### config.mk
export PLATFORM = sky130hd
export DESIGN_NAME = issue_buffer
export DESIGN_NICKNAME = d
export VERILOG_FILES = /design/src/rtl/issue_buffer_pkg.sv /design/src/rtl/issue_buffer_ram.sv /design/src/rtl/issue_buffer.sv
export SDC_FILE = /design/constraint.sdc
export NUM_CORES = 1
export LEC_CHECK = 0
export CORE_MARGIN = 5
export CORE_UTILIZATION = 52
export DETAILED_ROUTE_END_ITERATION = 6
export GPL_TIMING_DRIVEN = 1
export MAX_ROUTING_LAYER = met4
export PLACE_DENSITY = 0.83
export SETUP_SLACK_MARGIN = 0.02
export SLEW_MARGIN = 5
export SYNTH_ARGS = -nofsm -noshare
export SYNTH_HDL_FRONTEND = slang
export SYNTH_SLANG_ARGS = --single-unit
### constraint.sdc
create_clock -name clk -period 12.4 [get_ports clk]
set_input_delay 3.72 -clock clk [delete_from_list [all_inputs] [get_ports clk]]
set_output_delay 3.72 -clock clk [all_outputs]
set_load 0.005 [all_outputs]
### src/rtl/issue_buffer_pkg.sv
// Shared widths, pipeline-mask bit positions and slot-release helper for the issue buffer.
`ifndef INST_WIDTH
`define INST_WIDTH 32
`endif
`ifndef NUM_PIPE_MASKS
`define NUM_PIPE_MASKS 5
`endif
`ifndef PIPE_REG_PC
`define PIPE_REG_PC 0
`endif
`ifndef PIPE_REG_IF_ID
`define PIPE_REG_IF_ID 1
`endif
`ifndef ISSUE_BUF_DEPTH
`define ISSUE_BUF_DEPTH 8
`endif

package issue_buffer_pkg;
  localparam int INST_W    = `INST_WIDTH;
  localparam int MASK_W    = `NUM_PIPE_MASKS;
  localparam int IF_ID_BIT = `PIPE_REG_IF_ID;

  typedef enum logic [1:0] {
    RET_NONE = 2'd0,
    RET_ONE  = 2'd1,
    RET_TWO  = 2'd2
  } retire_e;

  // A slot leaves the buffer only when it holds an entry and IF/ID is not stalled for it.
  function automatic logic slot_released(input logic valid, input logic [MASK_W-1:0] mask);
    return valid && !mask[IF_ID_BIT];
  endfunction
endpackage

### src/rtl/issue_buffer_ram.sv
// Register array for the issue buffer: one aligned pair-write port, two async read ports.
module issue_buffer_ram #(
  parameter int DEPTH = 8,
  parameter int WIDTH = 48
) (
  input  logic                     clk,
  input  logic                     we,
  input  logic [$clog2(DEPTH)-1:0] waddr,
  input  logic [WIDTH-1:0]         wdata0,
  input  logic [WIDTH-1:0]         wdata1,
  input  logic [$clog2(DEPTH)-1:0] raddr0,
  input  logic [$clog2(DEPTH)-1:0] raddr1,
  output logic [WIDTH-1:0]         rdata0,
  output logic [WIDTH-1:0]         rdata1
);
  localparam int AW = $clog2(DEPTH);

  logic [WIDTH-1:0] mem_q [DEPTH];

  // waddr is always even, so the pair occupies waddr and waddr|1.
  always_ff @(posedge clk) begin
    if (we) begin
      mem_q[waddr]            <= wdata0;
      mem_q[waddr | AW'(1)]   <= wdata1;
    end
  end

  assign rdata0 = mem_q[raddr0];
  assign rdata1 = mem_q[raddr1];
endmodule

### src/rtl/issue_buffer.sv
// Dual-issue instruction queue: pair pushes from fetch, oldest two entries presented by index parity.
`ifndef ISSUE_BUF_DEPTH
`define ISSUE_BUF_DEPTH 8
`endif
`ifndef INST_WIDTH
`define INST_WIDTH 32
`endif
`ifndef NUM_PIPE_MASKS
`define NUM_PIPE_MASKS 5
`endif

module issue_buffer
  import issue_buffer_pkg::*;
#(
  parameter int DEPTH    = `ISSUE_BUF_DEPTH,
  parameter int PC_WIDTH = 16
) (
  input  logic                       clk,
  input  logic                       reset,
  input  logic                       fetch_valid,
  input  logic [`INST_WIDTH-1:0]     fetch_inst0,
  input  logic [`INST_WIDTH-1:0]     fetch_inst1,
  input  logic [PC_WIDTH-1:0]        fetch_pc,
  output logic                       fetch_ready,
  input  logic                       branch_flush,
  input  logic [`NUM_PIPE_MASKS-1:0] stall0,
  input  logic [`NUM_PIPE_MASKS-1:0] stall1,
  output logic [`INST_WIDTH-1:0]     instruction0,
  output logic [`INST_WIDTH-1:0]     instruction1,
  output logic [PC_WIDTH-1:0]        pc0,
  output logic [PC_WIDTH-1:0]        pc1,
  output logic                       valid0,
  output logic                       valid1,
  output logic                       first,
  output logic [$clog2(DEPTH):0]     count,
  output logic                       order_err
);
  localparam int AW = $clog2(DEPTH);
  localparam int CW = AW + 1;
  localparam int EW = INST_W + PC_WIDTH;

  logic [AW-1:0] head_q, head_d, tail_q, tail_d, young_idx;
  logic [CW-1:0] count_q, count_d;
  logic [EW-1:0] old_e, young_e, slot0_e, slot1_e;
  logic          valid_old, valid_young, rel_old, rel_young, push;
  logic [MASK_W-1:0] stall_old, stall_young;
  retire_e       retire;

  assign young_idx = head_q + AW'(1);

  issue_buffer_ram #(.DEPTH(DEPTH), .WIDTH(EW)) u_ram (
    .clk    (clk),
    .we     (push),
    .waddr  (tail_q),
    .wdata0 ({fetch_inst0, fetch_pc}),
    .wdata1 ({fetch_inst1, fetch_pc + PC_WIDTH'(1)}),
    .raddr0 (head_q),
    .raddr1 (young_idx),
    .rdata0 (old_e),
    .rdata1 (young_e)
  );

  // Even indices live in slot1, odd in slot0; an even head means slot1 is older.
  always_comb begin
    first       = ~head_q[0];
    valid_old   = (count_q != '0);
    valid_young = (count_q >= CW'(2));
    valid0      = first ? valid_young : valid_old;
    valid1      = first ? valid_old : valid_young;
    slot0_e     = first ? young_e : old_e;
    slot1_e     = first ? old_e : young_e;
    instruction0 = valid0 ? slot0_e[EW-1:PC_WIDTH] : '0;
    pc0          = valid0 ? slot0_e[PC_WIDTH-1:0] : '0;
    instruction1 = valid1 ? slot1_e[EW-1:PC_WIDTH] : '0;
    pc1          = valid1 ? slot1_e[PC_WIDTH-1:0] : '0;
    count        = count_q;
  end

  always_comb begin
    stall_old   = first ? stall1 : stall0;
    stall_young = first ? stall0 : stall1;
    rel_old     = slot_released(valid_old, stall_old);
    rel_young   = slot_released(valid_young, stall_young);
    retire      = RET_NONE;
    if (rel_old) retire = rel_young ? RET_TWO : RET_ONE;
    order_err   = rel_young && !rel_old && !reset && !branch_flush;
    fetch_ready = (count_q <= CW'(DEPTH - 2));
    push        = fetch_valid && fetch_ready && !reset && !branch_flush;
  end

  always_comb begin
    head_d  = head_q + AW'(retire);
    tail_d  = tail_q + AW'({push, 1'b0});
    count_d = count_q + CW'({push, 1'b0}) - CW'(retire);
    if (reset || branch_flush) begin
      head_d  = '0;
      tail_d  = '0;
      count_d = '0;
    end
  end

  always_ff @(posedge clk) begin
    head_q  <= head_d;
    tail_q  <= tail_d;
    count_q <= count_d;
  end
endmodule

==> results by group, run 1 <==
STA
  – Final period demand of the worst path: 9190 ps
  – Setup TNS Final: 0 ps
  – Rel. slew slack: 23.9%
  – Unrepaired setup endpoints after global routing: false
  – Max-slew violations: 0
  – Hold_ws: 618 ps
  – Final hold violations: 0
  – Clk_skew: 14.8 ps
  – Setup violators final: 0
  – Max Fclk: 0.109 GHz
  – Worst-Margin Slew: 1140 ps
  – Final cycle utilization of the critical path: 74.1%

Setup path
  – Crit path kind: in -> out
  – Critical-path maximum fanout: 4
  – CP required: 8680 ps
  – CP startpoint kind: primary input
  – Worst r2r src: head_q[0]
  – End of the worst register-to-register path: count[2]
  – Arrival time worst endpoint: 5470 ps
  – CP endpoint kind: output port
  – Reg2Reg Setup Slack: 8970 ps
  – R2R depth: 10

Cells and area
  – Share of layout cells above drive strength 1: 24.6%
  – Final Non-Filler Cells: 1623
  – Fillers: 2433
  – Layout Nets: 1233
  – Register Area: 11700 µm²
  – Layout Area Growth over Synthesis: 19.3%
  – Multi-input gate area: 6570 µm²
  – Final Util: 62.8%

CTS
  – Num CTS Buffers: 39
  – Hold Buf Count CTS: 0
  – Skew-Pair Late Insertion Delay: 520 ps
  – CTS tree: built
  – CTS resizes: 0
  – Root Buffer: clkbuf_16
  – Number of clock sinks: 393
  – H-tree depth: 2
  – Reg clk slew, reported paths: 60 ps
  – Clock buffer depth: 3
  – Post-CTS Setup Bufs: 0

Run
  – Max-cap viol count: 0

Min path
  – Hold Path Origin: tail_q[2]
  – Min-Delay Endpoint: tail_q[2]
  – Hold/Removal Path Class: reg -> reg
  – Hold Path Cell Cnt: 2

Global routing
  – Global-route wire length before repair: 64900 µm
  – Antenna violations before repair: 3
  – Largest net degree at the start of global routing: 75
  – GR Overflow Total: 0
  – Vias in the first global route: 11200
  – Total GRT Usage: 22.1%

Routing
  – Pre-antenna DRT Iters: 5
  – WL final: 42700 µm
  – Via count: 10500
  – DRC Markers: 0
  – Vias per cell: 6.48
  – Initial drt markers: 761
  – Antenna-violating nets left: 0
  – Routed WL per cell: 26.3 µm

Yosys
  – Cell Area, Synth: 18700 µm²
  – Seq/Total Area, Yosys: 62.6%
  – Seq cells post-synth: 393
  – Synth Net Count: 1058
  – Synth Instances: 953
  – Yosys warns: 0
  – Cell variety after synth: 36
  – Synth Area per Inst: 19.6 µm²

Placement
  – Final Wtd Congestion: 0.800
  – Inst Count DP: 1548
  – Hpwl dp: 26400 µm
  – I/O Buffers: 190

Floorplanning
  – Die ar.: 39900 µm²
  – Io pins: 199
  – Core ar.: 35600 µm²
  – Row count: 69
  – Starting Density: 52.6%
  – Width of the die: 200 µm
  – Die H: 200 µm

Power and ir drop
  – Pwr/cell area: 199 nW/µm²
  – Peak VDD IR: 0.121 mV
  – LEAKAGE: 0.00661 µW
  – Power, Total: 4440 µW

Outcome
  – Outcome: finished clean
## routing by layer
metal | vias up | global-route usage [%] | part of all wire, %
met4 | 0 | 7.04 | 3.0
met2 | 433 | 36.6 | 51
met1 | 5511 | 28.7 | 39
li1 | 4481 | - | -
met5 | - | - | 0
met3 | 92 | 3.41 | 6.5
## critical path, cell delays in order
cell and delay, ps:
clkdlybuf4s50_1 500, inv_1 80, or3_1 340, a211oi_1 200, clkdlybuf4s50_1 630
## synthesized netlist by cell type
library cell  count  share of area [%]
nor3_1            2              0.054
nor2b_1           1              0.033
ha_1              8               0.54
and4bb_2          1              0.067
fa_1              3               0.32
clkinv_1          1              0.020
and2_1            4               0.13
buf_6            14               0.84
nand4_1           5               0.17
a211oi_1          1              0.040
buf_4             3               0.12
mux4_2          192                 23
xnor2_1          13               0.61
nand2_1          10               0.20
or3_1             2              0.067
inv_1            14               0.28
a22oi_1           2              0.080
nand3_1           7               0.19
dfxtp_1           9               0.96
and4_1            1              0.047
o21ai_1           3              0.080
o21ai_0           1              0.027
a31oi_1           3               0.10
and3_1            3               0.10
buf_2            33               0.88
o22ai_1          93                3.1
mux2i_1          94                5.0
a21oi_1           1              0.027
edfxtp_1        384                 62
nand2b_1          1              0.033
xor2_1            5               0.23
nor3b_1           3               0.12
nor2_1            9               0.18
buf_1             1              0.020
or2_2             1              0.033
clkbuf_1         25               0.50
## sequential cells by signal, summed over array words and instances, names as in the netlist
signal / count
tail_q: 2
count: 4
u_ram.mem_q: 384
head_q: 3
## how the worst max path moves through the flow
| stage | depth (start not counted) | slack (ps) | from | end |
|---|---|---|---|---|
| after floorplan | 3 | 580 | branch_flush | u_ram.mem_q[2][0] |
| after global placement | 5 | 3180 | stall0[1] | order_err |
| after detailed placement | 5 | 3200 | stall0[1] | order_err |
| after CTS | 5 | 3210 | stall0[1] | order_err |
| after global routing | 5 | 3110 | stall0[1] | order_err |
| final | 5 | 3210 | stall0[1] | order_err |
## logic make-up (layout without fill, tap and decap cells)
family / Yosys count / count (layout) / synth area share [%]
flip-flops: 393 / 393 / 62.6
multiplexers: 286 / 286 / 28.1
AO/OA/AOI/OAI: 104 / 104 / 3.46
buffers and inverters: 91 / 295 / 2.67
AND/OR/NAND/NOR: 50 / 50 / 1.42
XOR/XNOR: 18 / 18 / 0.843
adder cells (fa/ha/maj): 11 / 11 / 0.856
other: 0 / 5 / 0
## stage by stage
stage               worst slack, ps  cell area (µm²)
floorplan                       578            18700
global placement               3180            21000
detailed placement             3200            21000
finish                         3210            22300
global route                   3110            22300
CTS                            3210            22300
## placed cells by master, fill, tap and decap left out, types with 2 or more instances in the layout
| cell | count |
|---|---|
| edfxtp_1 | 384 |
| mux4_2 | 192 |
| clkdlybuf4s50_1 | 190 |
| mux2i_1 | 94 |
| o22ai_1 | 93 |
| clkbuf_16 | 40 |
| buf_4 | 20 |
| inv_1 | 14 |
| xnor2_1 | 13 |
| clkinv_1 | 10 |
| nor2_1 | 9 |
| nand3_1 | 7 |
| nand2_1 | 7 |
| ha_1 | 7 |
| clkinv_2 | 7 |
| bufinv_16 | 7 |
| dfxtp_1 | 6 |
| diode_2 | 5 |
| nand4_1 | 5 |
| and2_1 | 4 |
| xor2_1 | 4 |
| a31oi_1 | 3 |
| nand2_2 | 3 |
| fa_1 | 3 |
| clkbuf_1 | 3 |
| dfxtp_4 | 3 |
| or3_1 | 2 |
| nor3b_2 | 2 |
| and3_1 | 2 |
| a22oi_1 | 2 |
| o21ai_1 | 2 |
| clkinv_4 | 2 |
## final cells by class
cell class                 count  share of cell area, %
tap                          461                   2.58
antenna                        5                 0.0561
sequential                   393                   52.5
inverter                      15                  0.252
multi-input combinational    469                   29.4
timing repair buffer         210                   9.19
clock inverter                27                   1.44
clock buffer                  43                   4.53
## where the power goes
part           internal, µW  leakage [µW]  switching [µW]
sequential             1490       0.00354            41.0
clock                   736      0.000657             481
combinational           914       0.00241             785
(Power assumes the default switching activity.)
==> inputs of run 2 (changes only) <==
- clock period: 12.4 -> 8.1 ns (I/O delays scaled with it)
==> results by group, run 2 (same netlist as run 1, synthesis figures left out) <==
Min path
  – Hold Path Origin: tail_q[2]
  – Hold Path Cell Cnt: 2
  – Hold/Removal Path Class: reg -> reg
  – Min-Delay Endpoint: tail_q[2]

Power and ir drop
  – LEAKAGE: 0.00659 µW
  – Clock power frac: 27.1%
  – Flop pwr share: 34.2%
  – Switch share: 29.4%
  – Pwr/cell area: 305 nW/µm²
  – Psw: 2010 µW
  – Comb power frac: 38.7%
  – P_int: 4810 µW
  – Peak VDD IR: 0.290 mV

Outcome
  – Outcome: finished clean

Global routing
  – Global-route wire length before repair: 66600 µm
  – Largest net degree at the start of global routing: 166
  – Vias in the first global route: 11300
  – GR Overflow Total: 0
  – Antenna violations before repair: 2
  – Total GRT Usage: 22.7%

Setup path
  – Reg2Reg Setup Slack: 4700 ps
  – Buf/Inv on CP: 3
  – End of the worst register-to-register path: count[2]
  – Crit path kind: reg -> out
  – Worst r2r src: head_q[0]
  – Cells along the critical path: buf_12 > nand2_2 > buf_4 > o22ai_1 > clkdlybuf4s50_1
  – CP required: 5670 ps
  – Crit path largest cell delay: 790 ps
  – CP endpoint kind: output port
  – R2R depth: 10
  – Critical-path maximum fanout: 165
  – Largest delay share family, worst path: buffers and inverters
  – Slowest CP cell: buf_12
  – CP startpoint kind: register
  – Arrival time worst endpoint: 4240 ps

STA
  – Final cycle utilization of the critical path: 82.4%
  – Final period demand of the worst path: 6670 ps
  – Clk_skew: 13.1 ps
  – Final hold violations: 0
  – Final setup margin: 1430 ps
  – Setup TNS Final: 0 ps
  – Setup violators final: 0
  – Max Fclk: 0.150 GHz
  – Rel. slew slack: 24.4%
  – Worst-Margin Slew: 1130 ps
  – Max-slew violations: 0
  – Unrepaired setup endpoints after global routing: false

Routing
  – DRC Markers: 0
  – Vias per cell: 6.52
  – Routed WL per cell: 26.9 µm
  – Antenna-violating nets left: 0
  – Pre-antenna DRT Iters: 5
  – Initial drt markers: 785
  – WL final: 43600 µm
  – Via count: 10600

Floorplanning
  – Starting Density: 52.6%
  – Die ar.: 39900 µm²
  – Row count: 69
  – Io pins: 199
  – Core ar.: 35600 µm²
  – Width of the die: 200 µm
  – Die H: 200 µm

Cells and area
  – Number of flip-flops in the largest register: 384
  – Largest Register: u_ram.mem_q
  – Multi-input gate area: 6590 µm²
  – Layout Area Growth over Synthesis: 19.5%
  – Fillers: 2426
  – Most frequent cells in the layout: 384 x edfxtp_1, 192 x mux4_2, 190 x clkdlybuf4s50_1
  – Share of layout cells above drive strength 1: 24.6%
  – Layout Nets: 1232
  – Most common cell after layout, fill and taps aside: edfxtp_1
  – Register Area: 11700 µm²

Placement
  – Place WS: 1530 ps
  – Hpwl dp: 26200 µm
  – I/O Buffers: 190
  – Final Wtd Congestion: 0.775

Run
  – Max-cap viol count: 0

CTS
  – Hold Buf Count CTS: 0
  – Reg clk slew, reported paths: 60 ps
  – CTS resizes: 0
  – Root Buffer: clkbuf_16
  – H-tree depth: 2
  – Num CTS Buffers: 39
  – Post-CTS Setup Bufs: 0
  – CTS tree: built
  – Number of clock sinks: 393
  – Skew-Pair Late Insertion Delay: 530 ps
  – Clock buffer depth: 3
run 2: changes by cell type in the layout (fill, tap and decap cells not counted), sizes merged:
cell,change
buf,-1
clkbuf,+2
inv,-1
clkinv,-4
diode,-1
clkinvlp,+5
bufinv,-1
run 2: final cells by class:
type                            count  area share (%)
Clock buffer                       45            4.66
Timing Repair Buffer              209            9.31
Sequential cell                   393            52.4
Tap cell                          461            2.58
Inverter                           15           0.252
Antenna cell                        4          0.0448
Multi-Input combinational cell    469            29.5
Clock inverter                     26            1.28
run 2: routing by layer:
metal	part of all wire (%)	vias up	track usage, %
met4	2.6	0	6.99
met1	38	5588	29.1
met2	53	433	38.3
li1	-	4487	-
met3	6.7	73	2.92
met5	0	-	-
run 2: worst max-delay path by stage:
stage | start | endpoint | slack [ps] | cells past startpoint
2_1_floorplan | branch_flush | u_ram.mem_q[2][0] | 920 | 3
3_3_place_gp | stall0[1] | order_err | 1560 | 5
3_5_place_dp | stall0[1] | order_err | 1530 | 5
4_1_cts | head_q[0] | instruction0[2] | 1410 | 5
5_1_grt | head_q[0] | pc0[11] | 1100 | 5
6_report | head_q[0] | instruction0[2] | 1430 | 5
run 2: power by group through the flow:
| stage | clock (µW) | sequential [µW] | combinational [µW] |
|---|---|---|---|
| floorplan | 0 | 2340 | 1540 |
| global placement | 0 | 2370 | 2610 |
| detailed placement | 0 | 2380 | 2650 |
| CTS | 1880 | 2330 | 2680 |
| global route | 1970 | 2340 | 2840 |
| finish | 1840 | 2330 | 2640 |
run 2: tightest hold or removal path, cell delays in order (launching register included):
cell and delay (ps):
dfxtp_1 400, xnor2_1 180, nor2_1 40
run 2: metrics by stage:
| step | util [%] | cells | hold slack (ps) | instance area, µm² | total power, µW |
|---|---|---|---|---|---|
| floorplan | - | 953 | 543 | 18700 | 3880 |
| global placement | 59.1 | 1547 | 614 | 21000 | 4980 |
| detailed placement | 59.1 | 1547 | 655 | 21000 | 5020 |
| CTS | 62.8 | 1618 | 661 | 22400 | 6890 |
| global route | 62.9 | 1620 | 678 | 22400 | 7150 |
| finish | 62.9 | 1622 | 655 | 22400 | 6820 |
